**src/rtl/gate_unit_arbiter_if.sv**
```systemverilog
// rtl/gate_unit_arbiter_if.sv - requester, gate-unit and result signals of the gate unit arbiter
// master: requesters plus the gate unit; slave: the arbiter itself.
interface gate_unit_arbiter_if;
  logic       iReq0;
  logic [2:0] iOp0;
  logic       iReq1;
  logic [2:0] iOp1;
  logic [7:0] iRes;
  logic       oA;
  logic       oB;
  logic       oC;
  logic       oGnt0;
  logic       oGnt1;
  logic [7:0] oRes;
  logic       oValid0;
  logic       oValid1;
  logic       oBusy;

  modport master (
    output iReq0, iOp0, iReq1, iOp1, iRes,
    input  oA, oB, oC, oGnt0, oGnt1, oRes, oValid0, oValid1, oBusy
  );

  modport slave (
    input  iReq0, iOp0, iReq1, iOp1, iRes,
    output oA, oB, oC, oGnt0, oGnt1, oRes, oValid0, oValid1, oBusy
  );
endinterface

```
**src/rtl/gate_unit_arbiter.sv**
```systemverilog
// rtl/gate_unit_arbiter.sv - round-robin arbiter sharing one 3-input gate unit between two requesters
// Operands are held for HOLD_CYCLES before the gate result is captured and handed back.
module gate_unit_arbiter #(
  parameter int HOLD_CYCLES = 1
) (
  input  logic          iClk,
  input  logic          iRst,
  gate_unit_arbiter_if.slave bus
);

  typedef enum logic [1:0] {
    IDLE = 2'd0,
    HOLD = 2'd1,
    DONE = 2'd2
  } state_t;

  localparam logic [3:0] LP_HOLD_LOAD = 4'(HOLD_CYCLES - 1);

  state_t     r_state;
  logic [3:0] r_cnt;
  logic       r_ptr;
  logic       r_winner;
  logic       r_a;
  logic       r_b;
  logic       r_c;
  logic [7:0] r_res;
  logic       r_gnt0;
  logic       r_gnt1;
  logic       r_valid0;
  logic       r_valid1;
  logic       r_busy;

  logic       w_any_req;
  logic       w_pick;
  logic [2:0] w_op;

  // Only a tie consults the pointer; a lone request always wins.
  always_comb begin
    w_any_req = bus.iReq0 | bus.iReq1;
    w_pick    = (bus.iReq0 & bus.iReq1) ? r_ptr : bus.iReq1;
    w_op      = w_pick ? bus.iOp1 : bus.iOp0;
  end

  always_ff @(posedge iClk) begin
    if (iRst) begin
      r_state  <= IDLE;
      r_cnt    <= 4'd0;
      r_ptr    <= 1'b0;
      r_winner <= 1'b0;
      r_a      <= 1'b0;
      r_b      <= 1'b0;
      r_c      <= 1'b0;
      r_res    <= 8'h00;
      r_gnt0   <= 1'b0;
      r_gnt1   <= 1'b0;
      r_valid0 <= 1'b0;
      r_valid1 <= 1'b0;
      r_busy   <= 1'b0;
    end else begin
      case (r_state)
        IDLE: begin
          if (w_any_req) begin
            r_winner          <= w_pick;
            {r_a, r_b, r_c}   <= w_op;
            r_cnt             <= LP_HOLD_LOAD;
            r_gnt0            <= ~w_pick;
            r_gnt1            <= w_pick;
            r_busy            <= 1'b1;
            r_state           <= HOLD;
          end
        end
        HOLD: begin
          if (r_cnt == 4'd0) begin
            r_res    <= bus.iRes;
            r_valid0 <= ~r_winner;
            r_valid1 <= r_winner;
            r_state  <= DONE;
          end else begin
            r_cnt <= r_cnt - 4'd1;
          end
        end
        DONE: begin
          r_gnt0   <= 1'b0;
          r_gnt1   <= 1'b0;
          r_valid0 <= 1'b0;
          r_valid1 <= 1'b0;
          r_busy   <= 1'b0;
          r_ptr    <= ~r_winner;
          r_state  <= IDLE;
        end
        default: begin
          r_gnt0   <= 1'b0;
          r_gnt1   <= 1'b0;
          r_valid0 <= 1'b0;
          r_valid1 <= 1'b0;
          r_busy   <= 1'b0;
          r_state  <= IDLE;
        end
      endcase
    end
  end

  assign bus.oA      = r_a;
  assign bus.oB      = r_b;
  assign bus.oC      = r_c;
  assign bus.oGnt0   = r_gnt0;
  assign bus.oGnt1   = r_gnt1;
  assign bus.oRes    = r_res;
  assign bus.oValid0 = r_valid0;
  assign bus.oValid1 = r_valid1;
  assign bus.oBusy   = r_busy;

endmodule

```
**src/flat_wrapper.sv**
```systemverilog
// flat-port wrapper written by rule: the top's interface ports become plain ports
module gate_unit_arbiter_flat 
#(
  parameter int HOLD_CYCLES = 1
)
  (iClk, iRst, bus_iReq0, bus_iOp0, bus_iReq1, bus_iOp1, bus_iRes, bus_oA, bus_oB, bus_oC, bus_oGnt0, bus_oGnt1, bus_oRes, bus_oValid0, bus_oValid1, bus_oBusy);
  gate_unit_arbiter_if bus_i ();
  input  logic iClk;
  input  logic iRst;
  input wire logic [$bits(bus_i.iReq0)-1:0] bus_iReq0;
  input wire logic [$bits(bus_i.iOp0)-1:0] bus_iOp0;
  input wire logic [$bits(bus_i.iReq1)-1:0] bus_iReq1;
  input wire logic [$bits(bus_i.iOp1)-1:0] bus_iOp1;
  input wire logic [$bits(bus_i.iRes)-1:0] bus_iRes;
  output wire logic [$bits(bus_i.oA)-1:0] bus_oA;
  output wire logic [$bits(bus_i.oB)-1:0] bus_oB;
  output wire logic [$bits(bus_i.oC)-1:0] bus_oC;
  output wire logic [$bits(bus_i.oGnt0)-1:0] bus_oGnt0;
  output wire logic [$bits(bus_i.oGnt1)-1:0] bus_oGnt1;
  output wire logic [$bits(bus_i.oRes)-1:0] bus_oRes;
  output wire logic [$bits(bus_i.oValid0)-1:0] bus_oValid0;
  output wire logic [$bits(bus_i.oValid1)-1:0] bus_oValid1;
  output wire logic [$bits(bus_i.oBusy)-1:0] bus_oBusy;
  assign bus_i.iReq0 = bus_iReq0;
  assign bus_i.iOp0 = bus_iOp0;
  assign bus_i.iReq1 = bus_iReq1;
  assign bus_i.iOp1 = bus_iOp1;
  assign bus_i.iRes = bus_iRes;
  assign bus_oA = bus_i.oA;
  assign bus_oB = bus_i.oB;
  assign bus_oC = bus_i.oC;
  assign bus_oGnt0 = bus_i.oGnt0;
  assign bus_oGnt1 = bus_i.oGnt1;
  assign bus_oRes = bus_i.oRes;
  assign bus_oValid0 = bus_i.oValid0;
  assign bus_oValid1 = bus_i.oValid1;
  assign bus_oBusy = bus_i.oBusy;
  gate_unit_arbiter #(.HOLD_CYCLES(HOLD_CYCLES)) u_core (.iClk(iClk), .iRst(iRst), .bus(bus_i));
endmodule
```
**config.mk**
```make
export PLATFORM = sky130hd
export DESIGN_NAME = gate_unit_arbiter_flat
export DESIGN_NICKNAME = d
export VERILOG_FILES = /design/src/rtl/gate_unit_arbiter_if.sv /design/src/rtl/gate_unit_arbiter.sv /design/src/flat_wrapper.sv
export SDC_FILE = /design/constraint.sdc
export NUM_CORES = 1
export LEC_CHECK = 0
export ABC_CLOCK_PERIOD_IN_PS = 2700
export CORE_MARGIN = 8
export CORE_UTILIZATION = 25
export DETAILED_ROUTE_END_ITERATION = 12
export HOLD_SLACK_MARGIN = 0.05
export PLACE_DENSITY = 0.48
export SKIP_LAST_GASP = 1
export SLEW_MARGIN = 20
export SYNTH_ARGS = -nofsm -noshare
export SYNTH_HDL_FRONTEND = slang
export SYNTH_SLANG_ARGS = --single-unit
```
**constraint.sdc**
```tcl
create_clock -name iClk -period 2.7 [get_ports iClk]
set_input_delay 0.405 -clock iClk [delete_from_list [all_inputs] [get_ports iClk]]
set_output_delay 0.405 -clock iClk [all_outputs]
set_load 0.1 [all_outputs]
```
==> results.toml <==
[floorplan]
row_count = 23
die-height_um = 81.0
boundaryPins = 34
core_area_um2 = 4030
start_util = 0.262
dieArea_um2 = 6560
die_w_um = 81.0

[setup_path]
critPathMaxStageDelay_ns = 0.47
cp-endpoint = "u_core.r_cnt[3]"
endpoint_kind = "flip-flop"
crit_arrival_ns = 1.86
crit_slowest_cell = "or4_1"
cp_num_cells = 6
crit_buf_inv = 2
r2r_setup_slack_ns = 1.04
rr_startpoint = "u_core.r_cnt[0]"
r2r-end = "u_core.r_cnt[3]"
crit_required_ns = 2.90
start_kind = "flip-flop"
path_cells = "inv_1 > ha_1 > nor3b_1 > buf_4 > or4_1 > a31oi_1"
worstPathMaxFanout = 11
crit_type = "flip-flop to flip-flop"
critPathTopFamily = "simple AND/OR/NAND/NOR gates"
cp-startpoint = "u_core.r_cnt[0]"
reg2reg_depth = 6

[sta]
tightest_slew_ns = 0.773
finalSetupViolations = 0
period_needed_ns = 1.66
max_freq_mhz = 602
final.period_utilization = 0.615
relSlewSlack = 0.484
drv_slew = 0
setup-tns-final_ns = 0
hold_viol = 0
rsz0062_at_grt = "false"
clock_skew_ns = 0.00656

[power_and_ir_drop]
p_leak_uw = 0.000546
p_seq_frac = 0.391
p_sw_frac = 0.349
powerDensity_nw_per_um2 = 702
pwr-share-comb = 0.307
clkPwrFrac = 0.302
internal_power_uw = 662
switchingPower_uw = 355
peakVddDrop_v = 0.000361

[synthesis]
yosysSeqAreaShare = 0.455
synth.ff_latch_count = 24
ys_types = 32
syn_nets = 142
synth_area_per_cell_um2 = 8.66
syn_inst = 122
syn_area_um2 = 1060
yosys_warnings = 0

[run]
maxCapViolations = 0

[cts]
cts.sinks = 24
cts_post_setup_buffers_inserted = 0
clockBufferDepth = 2
htreeDepth = 1
clock_latency_ns = 0.26
root_buffer = "clkbuf_8"
post_cts_resized = 0
clk_pin_slew_ns = 0.08
cts_tree = "done"
cts_buffers = 3
cts_hold_buf = 0

[placement]
portBuffers = 33
routabilityCongestion = 0.787
hpwl_um = 2160
dp.cells = 199

[global_routing]
overflow = 0
antenna_found_initial = 0
grt_max_degree = 15
grt_pass1_wl_um = 4450
grt_usage = 0.0838
grt_pass1_vias = 994

[routing]
vias = 997
drt_wl_total_um = 2800
via_per_inst = 4.91
drtPass1Iterations = 3
drc = 0
antenna_left = 0
drt_iter0_markers = 44
wire_per_inst_um = 13.8

[final_layout]
final_cell_mix = "24 x dfxtp_1, 19 x buf_4, 17 x a21oi_1, 17 x clkdlybuf4s50_1"
drive_above_1_share = 0.170
nets = 174
num-fill-cells = 435
final_common_cell = "dfxtp_1"
diodes = 0
area_delta_synth_final_pct = 37.2
fin_cells = 203

[hold_path]
hp-class = "flip-flop to flip-flop"
holdPathStages = 2

[run_status]
status = "complete, no violations"
==> cells in the mapped netlist (all sizes together) <==
| cell | count | area share |
|---|---|---|
| a211oi | 2 | 0.014 |
| a21o | 1 | 0.0071 |
| a21oi | 17 | 0.081 |
| a221o | 1 | 0.0095 |
| a311oi | 3 | 0.025 |
| a31oi | 1 | 0.0059 |
| a32oi | 1 | 0.0083 |
| buf | 6 | 0.036 |
| clkbuf | 3 | 0.015 |
| dfxtp | 24 | 0.45 |
| ha | 2 | 0.024 |
| inv | 5 | 0.018 |
| nand2b | 3 | 0.025 |
| nand3 | 14 | 0.066 |
| nand4 | 1 | 0.0059 |
| nor2 | 5 | 0.018 |
| nor2b | 4 | 0.024 |
| nor3 | 3 | 0.014 |
| nor3b | 2 | 0.014 |
| o21ai | 14 | 0.066 |
| o31ai | 3 | 0.021 |
| or2 | 2 | 0.012 |
| or3 | 1 | 0.0059 |
| or3b | 1 | 0.0083 |
| or4 | 3 | 0.021 |
==> final cells by class <==
class / count / area, µm² / area share
Inverter: 5 / 18.8 / 0.0130
Multi-Input combinational cell: 84 / 503 / 0.347
Sequential cell: 24 / 480 / 0.332
Clock buffer: 3 / 41.3 / 0.0285
Clock inverter: 1 / 30.0 / 0.0207
Timing Repair Buffer: 36 / 313 / 0.216
Tap cell: 50 / 62.6 / 0.0432
==> kinds of logic (layout without fill, tap and decap cells) <==
logic type	count (synthesis)	in the layout	share of synthesized area
AOI/OAI and AO/OA	43	43	0.238
buffers and inverters	14	45	0.0687
adders and majority gates	2	2	0.0237
DFF	24	24	0.455
and+or+nand+nor	39	39	0.214
==> worst min-delay path by stage <==
stage	start	endpoint	slack, ns
3_3_place_gp	u_core.bus.oRes[6]	u_core.bus.oRes[6]	0.47
4_1_cts	u_core.bus.oRes[4]	u_core.bus.oRes[4]	0.48
3_5_place_dp	u_core.r_winner	u_core.r_ptr	0.46
5_1_grt	u_core.bus.oValid1	u_core.bus.oValid1	0.51
2_1_floorplan	u_core.r_winner	u_core.r_ptr	0.44
6_report	u_core.bus.oRes[4]	u_core.bus.oRes[4]	0.48
==> state kept, by name (all words and copies together), names as in the netlist <==
register / flops
u_core.bus.oValid0: 1
u_core.bus.oGnt0: 1
u_core.bus.oValid1: 1
u_core.bus.oBusy: 1
u_core.r_cnt: 4
u_core.r_state: 2
u_core.bus.oRes: 8
u_core.bus.oB: 1
u_core.bus.oA: 1
u_core.bus.oC: 1
u_core.r_ptr: 1
u_core.r_winner: 1
u_core.bus.oGnt1: 1
==> routing by layer <==
metal	GRT usage	wire length, µm	part of all wire
met5	0	0	0
met4	0.0214	14	0.0050
met3	0.0320	119	0.043
met2	0.151	1450	0.52
met1	0.0897	1220	0.44
==> power groups by stage <==
stage | clock (µW) | sequential, µW | combinational [µW]
global route | 330 | 401 | 327
CTS | 317 | 398 | 314
global placement | 0 | 406 | 314
detailed placement | 0 | 405 | 314
finish | 308 | 398 | 312
floorplan | 0 | 560 | 80.3
==> worst reg2reg max path: cells and delay by family, from the launching register on <==
| kind | cells | cell delay (ns) |
|---|---|---|
| adder cells (fa/ha/maj) | 1 | 0.20 |
| AO/OA/AOI/OAI | 1 | 0.13 |
| flip-flops | 1 | 0.36 |
| buffers and inverters | 2 | 0.26 |
| AND/OR/NAND/NOR | 2 | 0.64 |
==> through the flow <==
step	hold slack, ns	cell area, µm²	utilization	power, µW	setup WS (ns)
5_1_grt	0.514	1450	0.360	1060	0.941
2_1_floorplan	0.437	1060	-	641	1.22
6_report	0.478	1450	0.360	1020	1.04
3_3_place_gp	0.466	1380	0.342	720	0.872
3_5_place_dp	0.463	1380	0.342	719	0.816
4_1_cts	0.479	1450	0.360	1030	1.06
Power figures use the tool's default switching activity.
